## src/rtl/music_pkg.sv

```systemverilog
// rtl/music_pkg.sv - shared defaults and scheduler state encoding for the music player
package music_pkg;

    localparam int SONG_W_DEFAULT = 4;
    localparam int DEPTH_DEFAULT  = 8;

    typedef enum logic [2:0] {
        IDLE    = 3'd0,
        LOAD    = 3'd1,
        PLAYING = 3'd2,
        PAUSED  = 3'd3,
        ADVANCE = 3'd4
    } sched_state_t;

endpackage

```

## src/rtl/song_fifo.sv

```systemverilog
// rtl/song_fifo.sv - single-write-port song queue with occupancy count
module song_fifo #(
    parameter int DEPTH = 8,
    parameter int W     = 4
) (
    input  logic                     clk,
    input  logic                     reset,
    input  logic                     push,
    input  logic [W-1:0]             push_data,
    input  logic                     pop,
    output logic [W-1:0]             head,
    output logic [$clog2(DEPTH):0]   count,
    output logic                     empty,
    output logic                     full
);
    localparam int AW = $clog2(DEPTH);

    logic [W-1:0]  mem [DEPTH];
    logic [AW-1:0] wr_ptr;
    logic [AW-1:0] rd_ptr;

    // Storage is not reset; only pointers and count define valid contents.
    always_ff @(posedge clk) begin
        if (push) begin
            mem[wr_ptr] <= push_data;
        end
    end

    always_ff @(posedge clk) begin
        if (reset) begin
            wr_ptr <= '0;
            rd_ptr <= '0;
            count  <= '0;
        end else begin
            if (push) begin
                wr_ptr <= wr_ptr + 1'b1;
            end
            if (pop) begin
                rd_ptr <= rd_ptr + 1'b1;
            end
            case ({push, pop})
                2'b10:   count <= count + 1'b1;
                2'b01:   count <= count - 1'b1;
                default: count <= count;
            endcase
        end
    end

    assign head  = mem[rd_ptr];
    assign empty = (count == '0);
    assign full  = (count == (AW+1)'(DEPTH));

endmodule

```

## src/rtl/playlist_scheduler.sv

```systemverilog
// rtl/playlist_scheduler.sv - queues keypad songs and sequences play/pause/skip/repeat
module playlist_scheduler
    import music_pkg::*;
#(
    parameter int DEPTH  = DEPTH_DEFAULT,
    parameter int SONG_W = SONG_W_DEFAULT
) (
    input  logic                     clk,
    input  logic                     reset,
    input  logic [SONG_W-1:0]        song_input,
    input  logic                     song_valid,
    input  logic                     play_button,
    input  logic                     next_button,
    input  logic                     repeat_mode,
    input  logic                     song_done,
    output logic                     play,
    output logic                     reset_player,
    output logic [SONG_W-1:0]        song,
    output logic [$clog2(DEPTH):0]   queue_count,
    output logic                     queue_empty,
    output logic                     queue_full,
    output logic                     dropped
);
    sched_state_t      state;
    logic              push;
    logic              pop;
    logic              drop;
    logic              repeat_push;
    logic              can_push;
    logic [SONG_W-1:0] push_data;
    logic [SONG_W-1:0] head;

    song_fifo #(
        .DEPTH (DEPTH),
        .W     (SONG_W)
    ) u_fifo (
        .clk       (clk),
        .reset     (reset),
        .push      (push),
        .push_data (push_data),
        .pop       (pop),
        .head      (head),
        .count     (queue_count),
        .empty     (queue_empty),
        .full      (queue_full)
    );

    assign pop         = (state == LOAD);
    assign repeat_push = (state == ADVANCE) && repeat_mode;
    assign can_push    = !queue_full || pop;

    // One write port: the repeat re-append owns it in ADVANCE, so a keypad entry then is lost.
    always_comb begin
        push      = 1'b0;
        push_data = song_input;
        drop      = 1'b0;
        if (repeat_push) begin
            push_data = song;
            push      = can_push;
            drop      = !can_push || song_valid;
        end else if (song_valid) begin
            push = can_push;
            drop = !can_push;
        end
    end

    always_ff @(posedge clk) begin
        if (reset) begin
            state        <= IDLE;
            song         <= '0;
            play         <= 1'b0;
            reset_player <= 1'b0;
            dropped      <= 1'b0;
        end else begin
            reset_player <= 1'b0;
            dropped      <= drop;
            case (state)
                IDLE: begin
                    play <= 1'b0;
                    if (!queue_empty) begin
                        state        <= LOAD;
                        reset_player <= 1'b1;
                    end
                end
                LOAD: begin
                    song  <= head;
                    play  <= 1'b1;
                    state <= PLAYING;
                end
                PLAYING: begin
                    if (next_button || song_done) begin
                        state        <= ADVANCE;
                        play         <= 1'b0;
                        reset_player <= 1'b1;
                    end else if (play_button) begin
                        state <= PAUSED;
                        play  <= 1'b0;
                    end
                end
                PAUSED: begin
                    if (next_button) begin
                        state        <= ADVANCE;
                        reset_player <= 1'b1;
                    end else if (play_button) begin
                        state <= PLAYING;
                        play  <= 1'b1;
                    end
                end
                ADVANCE: begin
                    play  <= 1'b0;
                    state <= IDLE;
                end
                default: begin
                    play  <= 1'b0;
                    state <= IDLE;
                end
            endcase
        end
    end

endmodule

```

## config.mk

```make
export PLATFORM = sky130hd
export DESIGN_NAME = playlist_scheduler
export DESIGN_NICKNAME = d
export VERILOG_FILES = /design/src/rtl/music_pkg.sv /design/src/rtl/song_fifo.sv /design/src/rtl/playlist_scheduler.sv
export SDC_FILE = /design/constraint.sdc
export NUM_CORES = 1
export LEC_CHECK = 0
export ABC_CLOCK_PERIOD_IN_PS = 4800
export BUFFER_PORTS_ARGS = -buffer_cell sky130_fd_sc_hd__buf_4
export CORE_ASPECT_RATIO = 1.4
export CORE_UTILIZATION = 44
export CTS_CLUSTER_DIAMETER = 200
export DETAILED_ROUTE_END_ITERATION = 10
export SYNTH_ARGS = -nofsm -noshare
export SYNTH_HDL_FRONTEND = slang
export SYNTH_SLANG_ARGS = --single-unit
```

## constraint.sdc

```tcl
create_clock -name clk -period 4.8 [get_ports clk]
set_input_delay 0.96 -clock clk [delete_from_list [all_inputs] [get_ports clk]]
set_output_delay 0.96 -clock clk [all_outputs]
set_load 0.02 [all_outputs]
```

==> results.py, run 1 <==
metrics = {
    "floorplanning": {
        "initial_core_util_pct": 45.5,
        "core_area_um2": 5120,
        "die_area_um2": 5590,
        "io_pins": 24,
        "die_x_um": 63.5,
        "fp.dieH_um": 88.1,
        "rows": 31,
    },
    "cts": {
        "cts.repair.resized": 0,
        "clkTransAtPathRegs_ns": 0.08,
        "ctsHoldBuffers": 0,
        "htreeDepth": 2,
        "cts_setup_buffers": 0,
        "cts_buffers": 5,
        "clockBufferDepth": 2,
        "cts_sinks": 52,
        "cts-root-buf": "clkbuf_8",
        "worstSkewPairLatency_ns": 0.31,
        "cts_tree": "built",
    },
    "logic_synthesis": {
        "synth.most_common_cell": "edfxtp_1",
        "yosys_register_bits": 52,
        "syn-num-nets": 204,
        "synth_enable_flop_cells": 32,
        "synth_largest_area_cell": "edfxtp_1",
        "synth_cells": 188,
        "syn_area_um2": 2330,
        "synth_flop_cell": "edfxtp_1",
        "avgSynthCellArea_um2": 12.4,
        "yosysWarnings": 0,
        "synthArstFlopShare_pct": 0,
        "netlist_top_cells_count": "32 x edfxtp_1, 21 x nor2_1, 20 x dfxtp_1, 19 x mux2i_1, 12 x a21oi_1",
        "synth-seq-area-share_pct": 58.5,
        "synth_top_area_share_pct": 41.3,
        "synth_cell_types": 39,
        "synth_area_leaders": "edfxtp_1 41%, dfxtp_1 17%, mux2i_1 8.2%",
    },
    "power": {
        "power.total_mw": 1.24,
        "ir_worst_vdd_uv": 309,
        "p_per_area_nw_per_um2": 469,
        "p_leak_nw": 0.984,
    },
    "sta": {
        "grt_setup_unrepaired": "no",
        "fin_skew_ns": 0.00936,
        "fin_crit_sh_pct": 57.1,
        "hold_viol": 0,
        "setup_violations": 0,
        "tightest_slew_ns": 1.06,
        "min_period_ns": 2.74,
        "maxSlewHeadroom_pct": 29.4,
        "finalSetupTns_ns": 0,
        "max_freq_mhz": 365,
        "drv_slew": 0,
    },
    "placed_design": {
        "port_buffers": 23,
        "placed_cells": 269,
        "place_area_um2": 2530,
        "routabilityCongestion": 0.735,
        "dp_hpwl_mm": 3.07,
    },
    "worst_setup_path": {
        "critical_path_buf_inv_count": 1,
        "critPathArrivalTime_ns": 2.98,
        "cp_max_fo": 8,
        "slowest_delay_ns": 0.32,
        "worstSetupEndpointType": "flip-flop",
        "slowest_stage": "ha_1",
        "crit_chain": "buf_4 > and4bb_2 > o22ai_4 > ha_1 > xor2_1 > ha_1 > a21oi_1 > xor2_1 > or3_1 > a21oi_1",
        "path_class": "input port to flip-flop",
        "cp-start-kind": "input port",
        "critical_path.top_delay_family": "simple AND/OR/NAND/NOR gates",
        "required_ns": 5.04,
    },
    "routing": {
        "via_per_inst": 5.36,
        "ant_nets": 0,
        "drc": 0,
        "vias": 1484,
        "post_drt_wl_per_cell_um": 15.4,
        "dr.pass1.iters": 4,
        "drt_iter0_drc": 41,
        "wl_mm": 4.27,
    },
    "global_routing": {
        "grt_max_degree": 19,
        "grt_pass1_wl_mm": 6.82,
        "antenna_found_initial": 0,
        "grt.total_usage_pct": 16.5,
        "grt_pass1_vias": 1445,
        "overflow": 0,
    },
    "cells_and_area": {
        "nets": 226,
        "design_area_um2": 2650,
        "drive_gt1_share_pct": 19.4,
        "final_cells": 277,
        "antenna-diode-count": 0,
        "area_growth_pct": 13.7,
    },
    "worst_hold_path": {
        "hp-class": "flip-flop to flip-flop",
    },
    "job": {
        "maxCapViolCount": 0,
    },
    "status": {
        "outcome": "finished, final reports clean",
    },
}
==> per-stage QoR <==
stage	worst slack [ns]	hold slack (ns)	utilization, %
3_5_place_dp	1.74	0.475	49.3
5_1_grt	1.91	0.540	51.7
3_3_place_gp	1.87	0.462	49.3
6_report	2.06	0.492	51.7
4_1_cts	2.07	0.491	51.7
2_1_floorplan	2.04	0.454	-
==> worst paths after layout <==
check                                 startpoint                to  slack (ns)  depth (start not counted)
worst min-delay path            u_fifo.wr_ptr[0]  u_fifo.wr_ptr[0]        0.49                          2
worst min register to register  u_fifo.wr_ptr[0]  u_fifo.wr_ptr[0]        0.49                          2
worst max-delay path                 repeat_mode   u_fifo.count[2]        2.06                         10
worst max register to register   u_fifo.count[1]   u_fifo.count[2]        2.15                          9
==> metal layers <==
metal | wire [um] | track usage (%)
met5 | 0 | 0
met4 | 142 | 10.3
met3 | 138 | 2.99
met2 | 2190 | 29.9
met1 | 1800 | 17.7
==> kinds of logic after synthesis <==
logic type	after synthesis	synth area share, %
muxes	24	10.6
DFF	52	58.5
buffers and inverters	13	3.28
and+or+nand+nor	53	12.6
adders and majority gates	5	2.69
AOI/OAI and AO/OA	36	10.5
xor gates and xnor gates	5	1.88
==> cell usage in the layout, fill, tap and decap left out, types with 2 or more instances in the layout <==
cell type  count
mux2_2         5
dfxtp_1       20
nand2b_1       3
nor4_1         2
nor3b_1        2
edfxtp_1      32
ha_1           5
a22o_1         8
xor2_1         4
nor2_1        21
mux2i_1       19
o21ai_0        6
inv_1          5
a31oi_1        4
a21oi_1       12
nand2_1        8
clkbuf_8       6
nor3_1         2
buf_4         23
or3_1          2
nor2b_1        4
==> worst reg2reg max path, stage by stage (launching register included) <==
cell     delay [ns]
dfxtp_1        0.40
or4b_4         0.58
o22ai_4        0.25
ha_1           0.33
xor2_1         0.19
ha_1           0.17
a21oi_1        0.06
xor2_1         0.17
or3_1          0.31
a21oi_1        0.14
==> layout make-up <==
| type | count | area (um^2) |
|---|---|---|
| fillers | 473 | 2470 |
| flip-flops and latches | 52 | 1360 |
| inverters | 5 | 18.8 |
| multi-input cells | 123 | 891 |
| clock buffers | 6 | 82.6 |
| repair buffers | 23 | 173 |
| well taps | 66 | 82.6 |
| clock inverters | 2 | 38.8 |
==> power by group <==
part           internal, mW  switching [mW]  leakage [nW]
registers             0.522          0.0748         0.454
logic                 0.163           0.171         0.468
clock network         0.170           0.141        0.0614
total                 0.856           0.386         0.984
==> state kept, by name, indices dropped and copies added (netlist names) <==
register,flops
dropped,1
play,1
reset_player,1
song,4
state,3
u_fifo.count,4
u_fifo.mem,32
u_fifo.rd_ptr,3
u_fifo.wr_ptr,3
(Power assumes the default switching activity.)
==> inputs of run 2 (changes only) <==
--- a/config.mk
+++ b/config.mk
@@ -5,7 +5,7 @@
 export SDC_FILE = /design/constraint.sdc
 export NUM_CORES = 1
 export LEC_CHECK = 0
-export ABC_CLOCK_PERIOD_IN_PS = 4800
+export ABC_CLOCK_PERIOD_IN_PS = 2200
 export BUFFER_PORTS_ARGS = -buffer_cell sky130_fd_sc_hd__buf_4
 export CORE_ASPECT_RATIO = 1.4
 export CORE_UTILIZATION = 44
==> constraint.sdc (replaced) <==
create_clock -name clk -period 2.2 [get_ports clk]
set_input_delay 0.44 -clock clk [delete_from_list [all_inputs] [get_ports clk]]
set_output_delay 0.44 -clock clk [all_outputs]
set_load 0.02 [all_outputs]
==> run 2 against run 1 <==
  * The run now ends with setup timing left
  * Clock power grew 68%
  * Register-to-register slack got worse by 2.2 ns
  * Clock skew decreased by 0.0054 ns
  * Wire length rose by 5.6%
  * Sequential power rose by 100%
  * Worst setup slack worse by 2.1 ns
  * Hold slack worse by 0.066 ns
  * Critical path depth fell by 1
  * Total power increased by 120%
  * First-iteration DRC count grew 56%
  * Core utilization is 2.7 points higher
  * Sequential share of layout area is 2.5 points lower
==> results.py, run 2 (synthesis gave the netlist of run 1 again) <==
metrics = {
    "cells_and_area": {
        "antenna-diode-count": 0,
        "final_cell_mix": "39 x buf_4, 32 x edfxtp_1, 19 x mux2i_1",
        "largest-register": "u_fifo.mem",
        "final_cells": 293,
        "drive_gt1_share_pct": 29.5,
        "reg_top3": "u_fifo.mem: 32 flops, song: 4 flops, u_fifo.count: 4 flops",
        "final_common_cell": "buf_4",
        "fill_cells": 462,
        "area_growth_pct": 19.6,
        "nets": 242,
        "largest_reg_flops": 32,
    },
    "floorplanning": {
        "core_area_um2": 5120,
        "die_x_um": 63.5,
        "rows": 31,
        "fp.dieH_um": 88.1,
        "die_area_um2": 5590,
        "initial_core_util_pct": 45.5,
        "io_pins": 24,
    },
    "placed_design": {
        "port_buffers": 23,
        "dp_hpwl_mm": 3.40,
        "routabilityCongestion": 0.764,
        "placed_cells": 284,
    },
    "worst_setup_path": {
        "ff2ff_setup_slack_ns": -0.06,
        "r2r-start": "u_fifo.count[0]",
        "critical_path_buf_inv_count": 0,
        "cp-endpoint": "u_fifo.count[2]",
        "worstSetupEndpointType": "flip-flop",
        "path_class": "flip-flop to flip-flop",
        "slowest_delay_ns": 0.56,
        "slowest_stage": "or4b_4",
        "critical_path.top_delay_family": "simple AND/OR/NAND/NOR gates",
        "cp_num_cells": 9,
        "reg2reg_depth": 9,
        "rr_endpoint": "u_fifo.count[2]",
        "required_ns": 2.43,
        "critPathArrivalTime_ns": 2.49,
        "cp_max_fo": 2,
        "crit_chain": "or4b_4 > o22ai_4 > ha_4 > xor2_1 > ha_1 > a21oi_1 > xor2_1 > or3_1 > a21oi_1",
        "startpoint": "u_fifo.count[0]",
        "cp-start-kind": "flip-flop",
    },
    "sta": {
        "min_period_ns": 2.26,
        "tightest_slew_ns": 0.326,
        "finalSetupTns_ns": -0.0757,
        "maxSlewHeadroom_pct": 78.0,
        "drv_slew": 0,
        "max_freq_mhz": 443,
        "layout_setup_ws_ns": -0.0599,
        "setup_violations": 2,
        "fin_skew_ns": 0.00396,
        "hold_viol": 0,
        "grt_setup_unrepaired": "yes",
        "fin_crit_sh_pct": 103,
    },
    "cts": {
        "clkTransAtPathRegs_ns": 0.09,
        "cts_buffers": 5,
        "ctsHoldBuffers": 0,
        "cts-root-buf": "clkbuf_8",
        "clockBufferDepth": 2,
        "htreeDepth": 2,
        "worstSkewPairLatency_ns": 0.30,
        "cts_sinks": 52,
        "cts_tree": "built",
    },
    "power": {
        "power.internal_mw": 1.83,
        "p_clk_share_pct": 19.2,
        "power.switching_mw": 0.882,
        "p_leak_nw": 1.05,
        "ir_worst_vdd_uv": 560,
        "power_frac_seq_pct": 44.6,
        "p_comb_share_pct": 36.2,
        "switching_share_pct": 32.6,
        "p_per_area_nw_per_um2": 973,
    },
    "worst_hold_path": {
        "hp-class": "input port to flip-flop",
    },
    "routing": {
        "drt_iter0_drc": 64,
        "vias": 1603,
        "drc": 0,
        "post_drt_wl_per_cell_um": 15.4,
        "dr.pass1.iters": 6,
        "via_per_inst": 5.47,
        "ant_nets": 0,
        "wl_mm": 4.51,
    },
    "status": {
        "violations": "setup timing",
        "outcome": "complete, but fails checks",
    },
    "global_routing": {
        "grt_pass1_wl_mm": 7.40,
        "grt_pass1_vias": 1593,
        "grt_max_degree": 19,
        "antenna_found_initial": 0,
        "grt.total_usage_pct": 17.7,
        "overflow": 0,
    },
    "job": {
        "maxCapViolCount": 0,
    },
}
run 2: cell types whose count changed in the layout (fill, tap and decap cells not counted), moves of 2 or more:
cell | before | now
buf_4 | 23 | 39
dfxtp_1 | 20 | 18
dfxtp_2 | 0 | 2
ha_1 | 5 | 3
ha_4 | 0 | 2
nor2_1 | 21 | 16
nor2_2 | 0 | 5
run 2: how the worst min path moves through the flow:
stage	startpoint	end	cells after the start
2_1_floorplan	u_fifo.wr_ptr[0]	u_fifo.wr_ptr[0]	2
6_report	reset	dropped	2
3_5_place_dp	u_fifo.wr_ptr[0]	u_fifo.wr_ptr[0]	2
4_1_cts	reset	dropped	2
3_3_place_gp	u_fifo.wr_ptr[0]	u_fifo.wr_ptr[0]	2
5_1_grt	reset	dropped	2
run 2: worst register-to-register path, stage by stage, from the launching register on:
cell and delay [ns]:
dfxtp_2 0.33, or4b_4 0.56, o22ai_4 0.19, ha_4 0.16
xor2_1 0.14, ha_1 0.16, a21oi_1 0.05, xor2_1 0.15
or3_1 0.32, a21oi_1 0.13
run 2: area by class of cell:
type | count | area (um^2) | area share [%]
clock buffer | 6 | 72.6 | 2.61
clock inverter | 2 | 11.3 | 0.404
inverter | 5 | 18.8 | 0.674
multi-input combinational | 123 | 943 | 33.9
sequential | 52 | 1360 | 49.0
tap | 66 | 82.6 | 2.96
timing repair buffer | 39 | 293 | 10.5
run 2: repair_timing:
action,in CTS,in global routing
setup buffers,0,2
gates resized for setup,0,9
pin swaps,5,2
endpoints found under the setup margin,2,2
run 2: layer usage:
metal / track usage [%] / up-vias / routed length (um)
met4: 7.44 / 0 / 81
met3: 3.65 / 8 / 146
li1: - / 769 / -
met1: 17.2 / 795 / 1750
met5: 0 / - / 0
met2: 35.3 / 31 / 2530
run 2: power by group through the flow:
stage,combinational (mW),sequential (mW),clock (mW)
after global routing,1.06,1.22,0.570
after detailed placement,0.952,1.23,0
after global placement,0.929,1.22,0
final,0.981,1.21,0.521
after CTS,0.956,1.21,0.534
after floorplan,0.562,1.29,0
run 2: through the flow:
step | area [um^2] | util [%] | worst slack [ns] | power [mW] | hold WS, ns
after floorplan | 2340 | - | -0.221 | 1.85 | 0.454
after global placement | 2650 | 51.8 | -0.0616 | 2.15 | 0.470
after detailed placement | 2650 | 51.8 | -0.118 | 2.18 | 0.481
after CTS | 2740 | 53.5 | -0.0947 | 2.70 | 0.425
after global routing | 2790 | 54.4 | -0.189 | 2.85 | 0.418
final | 2790 | 54.4 | -0.0599 | 2.71 | 0.426
==> inputs of run 3 (changes only) <==
--- a/config.mk
+++ b/config.mk
@@ -5,6 +5,7 @@
 export SDC_FILE = /design/constraint.sdc
 export NUM_CORES = 1
 export LEC_CHECK = 0
+export ABC_AREA = 1
 export ABC_CLOCK_PERIOD_IN_PS = 2200
 export BUFFER_PORTS_ARGS = -buffer_cell sky130_fd_sc_hd__buf_4
 export CORE_ASPECT_RATIO = 1.4
==> run 3 against run 2 <==
  * The run now ends clean
  * Via count grew 18%
  * Flip-flop and latch count stayed put
  * Die area rose by 7.5%
  * Area after synthesis rose by 7.7%
  * Combinational power is 38% higher
  * Sequential power grew 11%
  * Core utilization fell by 1.4 points
  * Design area rose by 4.4%
  * Synthesized cell count is 46% higher
  * Register-to-register slack improved by 0.23 ns
  * Hold slack worse by 0.039 ns
  * Clock skew grew 0.0031 ns
==> results.py, run 3 <==
metrics = {
    "worst_setup_path": {
        "crit_path_frequent_cell": "inv_1",
        "startpoint": "u_fifo.count[1]",
        "worstSetupEndpointType": "flip-flop",
        "path_class": "flip-flop to flip-flop",
        "cp_max_fo": 8,
        "critPathArrivalTime_ns": 2.23,
        "critical_path.top_delay_family": "simple AND/OR/NAND/NOR gates",
        "crit_chain": "inv_1 > nand2_1 > nor3_4 > nand2_8 > nand2_8 > ha_2 > nand2_1 > inv_1 > nor2_1 > ha_1 > a21oi_2 > xnor2_1 > o21ai_0 > inv_1",
        "ff2ff_setup_slack_ns": 0.17,
        "slowest_delay_ns": 0.35,
        "critical_path_buf_inv_count": 3,
        "required_ns": 2.40,
        "cp-start-kind": "flip-flop",
        "slowest_stage": "dfxtp_2",
        "r2r-start": "u_fifo.count[1]",
    },
    "logic_synthesis": {
        "syn-num-nets": 290,
        "synth_flop_cell": "edfxtp_1",
        "synth_area_leaders": "edfxtp_1 38%, dfxtp_1 16%, nand2_1 9.4%",
        "syn_area_um2": 2510,
        "yosysWarnings": 0,
        "synth-seq-area-share_pct": 54.3,
        "yosys_register_bits": 52,
        "avgSynthCellArea_um2": 9.16,
        "synth.most_common_cell": "nand2_1",
        "synth_top_area_share_pct": 38.3,
        "synth_enable_flop_cells": 32,
        "synth_largest_area_cell": "edfxtp_1",
        "netlist_top_cells_count": "63 x nand2_1, 42 x inv_1, 32 x edfxtp_1, 32 x nand3_1, 20 x dfxtp_1",
        "synth_cell_types": 34,
        "synth_cells": 274,
        "synthArstFlopShare_pct": 0,
    },
    "power": {
        "p_leak_nw": 1.28,
        "p_per_area_nw_per_um2": 1160,
        "ir_worst_vdd_uv": 788,
    },
    "cells_and_area": {
        "area_growth_pct": 15.9,
        "largest_reg_flops": 32,
        "final_cell_mix": "63 x nand2_1, 42 x inv_1, 32 x nand3_1, 32 x edfxtp_1, 28 x buf_4",
        "largest-register": "u_fifo.mem",
        "final_common_cell": "nand2_1",
        "drive_gt1_share_pct": 21.6,
        "nets": 320,
        "reg_top3": "u_fifo.mem: 32 flops, song: 4 flops, u_fifo.count: 4 flops",
        "final_cells": 373,
        "antenna-diode-count": 0,
        "design_area_um2": 2910,
        "fin_util_pct": 53.0,
    },
    "routing": {
        "drt_iter0_drc": 67,
        "dr.pass1.iters": 4,
        "vias": 1889,
        "wl_mm": 5.17,
        "ant_nets": 0,
        "via_per_inst": 5.06,
        "drc": 0,
        "post_drt_wl_per_cell_um": 13.9,
    },
    "floorplanning": {
        "die_x_um": 65.8,
        "rows": 32,
        "fp.dieH_um": 91.3,
        "io_pins": 24,
        "die_area_um2": 6010,
        "initial_core_util_pct": 45.7,
        "core_area_um2": 5490,
    },
    "global_routing": {
        "grt.total_usage_pct": 19.8,
        "antenna_found_initial": 0,
        "grt_max_degree": 19,
        "grt_pass1_vias": 1823,
        "grt_pass1_wl_mm": 8.76,
        "overflow": 0,
    },
    "cts": {
        "cts_buffers": 5,
        "worstSkewPairLatency_ns": 0.30,
        "cts_tree": "built",
        "cts_sinks": 52,
        "htreeDepth": 2,
        "ctsHoldBuffers": 0,
        "clkTransAtPathRegs_ns": 0.09,
        "clockBufferDepth": 2,
        "cts-root-buf": "clkbuf_8",
    },
    "job": {
        "maxCapViolCount": 0,
    },
    "sta": {
        "grt_setup_unrepaired": "no",
        "tightest_slew_ns": 0.455,
        "finalSetupTns_ns": 0,
        "max_freq_mhz": 492,
        "fin_skew_ns": 0.00703,
        "hold_viol": 0,
        "drv_slew": 0,
        "fin_crit_sh_pct": 92.4,
        "maxSlewHeadroom_pct": 69.5,
        "setup_violations": 0,
        "min_period_ns": 2.03,
    },
    "placed_design": {
        "placed_cells": 364,
        "routabilityCongestion": 0.772,
        "dp_hpwl_mm": 3.80,
        "place_area_um2": 2770,
        "port_buffers": 23,
    },
    "status": {
        "outcome": "finished, final reports clean",
    },
    "worst_hold_path": {
        "hp-class": "input port to flip-flop",
        "min-delay-start": "reset",
    },
}
-- run 3: cell types whose count changed after synthesis, sizes merged, moves of 6 or more --
cell / previous run / this run
inv: 5 / 47
a22o: 8 / 0
a21oi: 12 / 18
nor3: 2 / 8
nor2: 21 / 13
nand2: 8 / 69
nand3: 0 / 33
mux2i: 19 / 0
-- run 3: final cells by class --
cell class / instances / area, um^2
Clock buffer: 6 / 82.6
Clock inverter: 2 / 38.8
Fill cell: 508 / 2580
Inverter: 48 / 183
Multi-Input combinational cell: 169 / 945
Sequential cell: 52 / 1360
Tap cell: 68 / 85.1
Timing Repair Buffer: 28 / 210
-- run 3: worst paths after layout --
path                           end  cells after the start
hold / removal    u_fifo.wr_ptr[2]                      2
setup / recovery   u_fifo.count[2]                     14
hold reg to reg               play                      2
setup reg to reg   u_fifo.count[2]                     14
-- run 3: report_power, final --
| part | leakage (nW) | switching [mW] | internal (mW) | total [mW] |
|---|---|---|---|---|
| Clock | 0.0614 | 0.310 | 0.372 | 0.682 |
| Sequential | 0.456 | 0.150 | 1.19 | 1.34 |
| Combinational | 0.763 | 0.845 | 0.509 | 1.35 |
-- run 3: stage by stage --
| stage | total power, mW | hold WS [ns] | worst slack, ns |
|---|---|---|---|
| after floorplan | 2.27 | 0.485 | 0.0147 |
| after global routing | 3.62 | 0.377 | 0.0346 |
| after global placement | 2.70 | 0.458 | 0.138 |
| after CTS | 3.39 | 0.390 | 0.0547 |
| after detailed placement | 2.71 | 0.463 | 0.0747 |
| final | 3.38 | 0.387 | 0.166 |
-- run 3: repair_timing --
item / 4_1_cts / 5_1_grt
setup endpoints to repair: 0 / 1
gates resized for setup: 0 / 3
buffers inserted: 0 / 1
-- run 3: cells by family after synthesis --
kind of cell | synth area share (%)
simple gates | 25.7
flops | 54.3
xor+xnor | 1.05
mux | 1.80
buf+inv | 8.33
fa+ha+maj | 2.49
compound gates | 6.33
-- run 3: worst register-to-register path, cell delays in order (launching register included) --
cell	delay [ns]
dfxtp_2	0.35
inv_1	0.07
nand2_1	0.10
nor3_4	0.24
nand2_8	0.11
nand2_8	0.11
ha_2	0.21
nand2_1	0.06
inv_1	0.07
nor2_1	0.06
ha_1	0.18
a21oi_2	0.11
xnor2_1	0.07
o21ai_0	0.14
inv_1	0.05
-- run 3: routing by layer --
| metal | global-route usage [%] | wire length [um] | vias up |
|---|---|---|---|
| met5 | 0 | 0 | - |
| met4 | 9.06 | 134 | 0 |
| met3 | 3.27 | 175 | 10 |
| met2 | 34.5 | 2660 | 40 |
| met1 | 23.0 | 2200 | 886 |
| li1 | - | - | 953 |
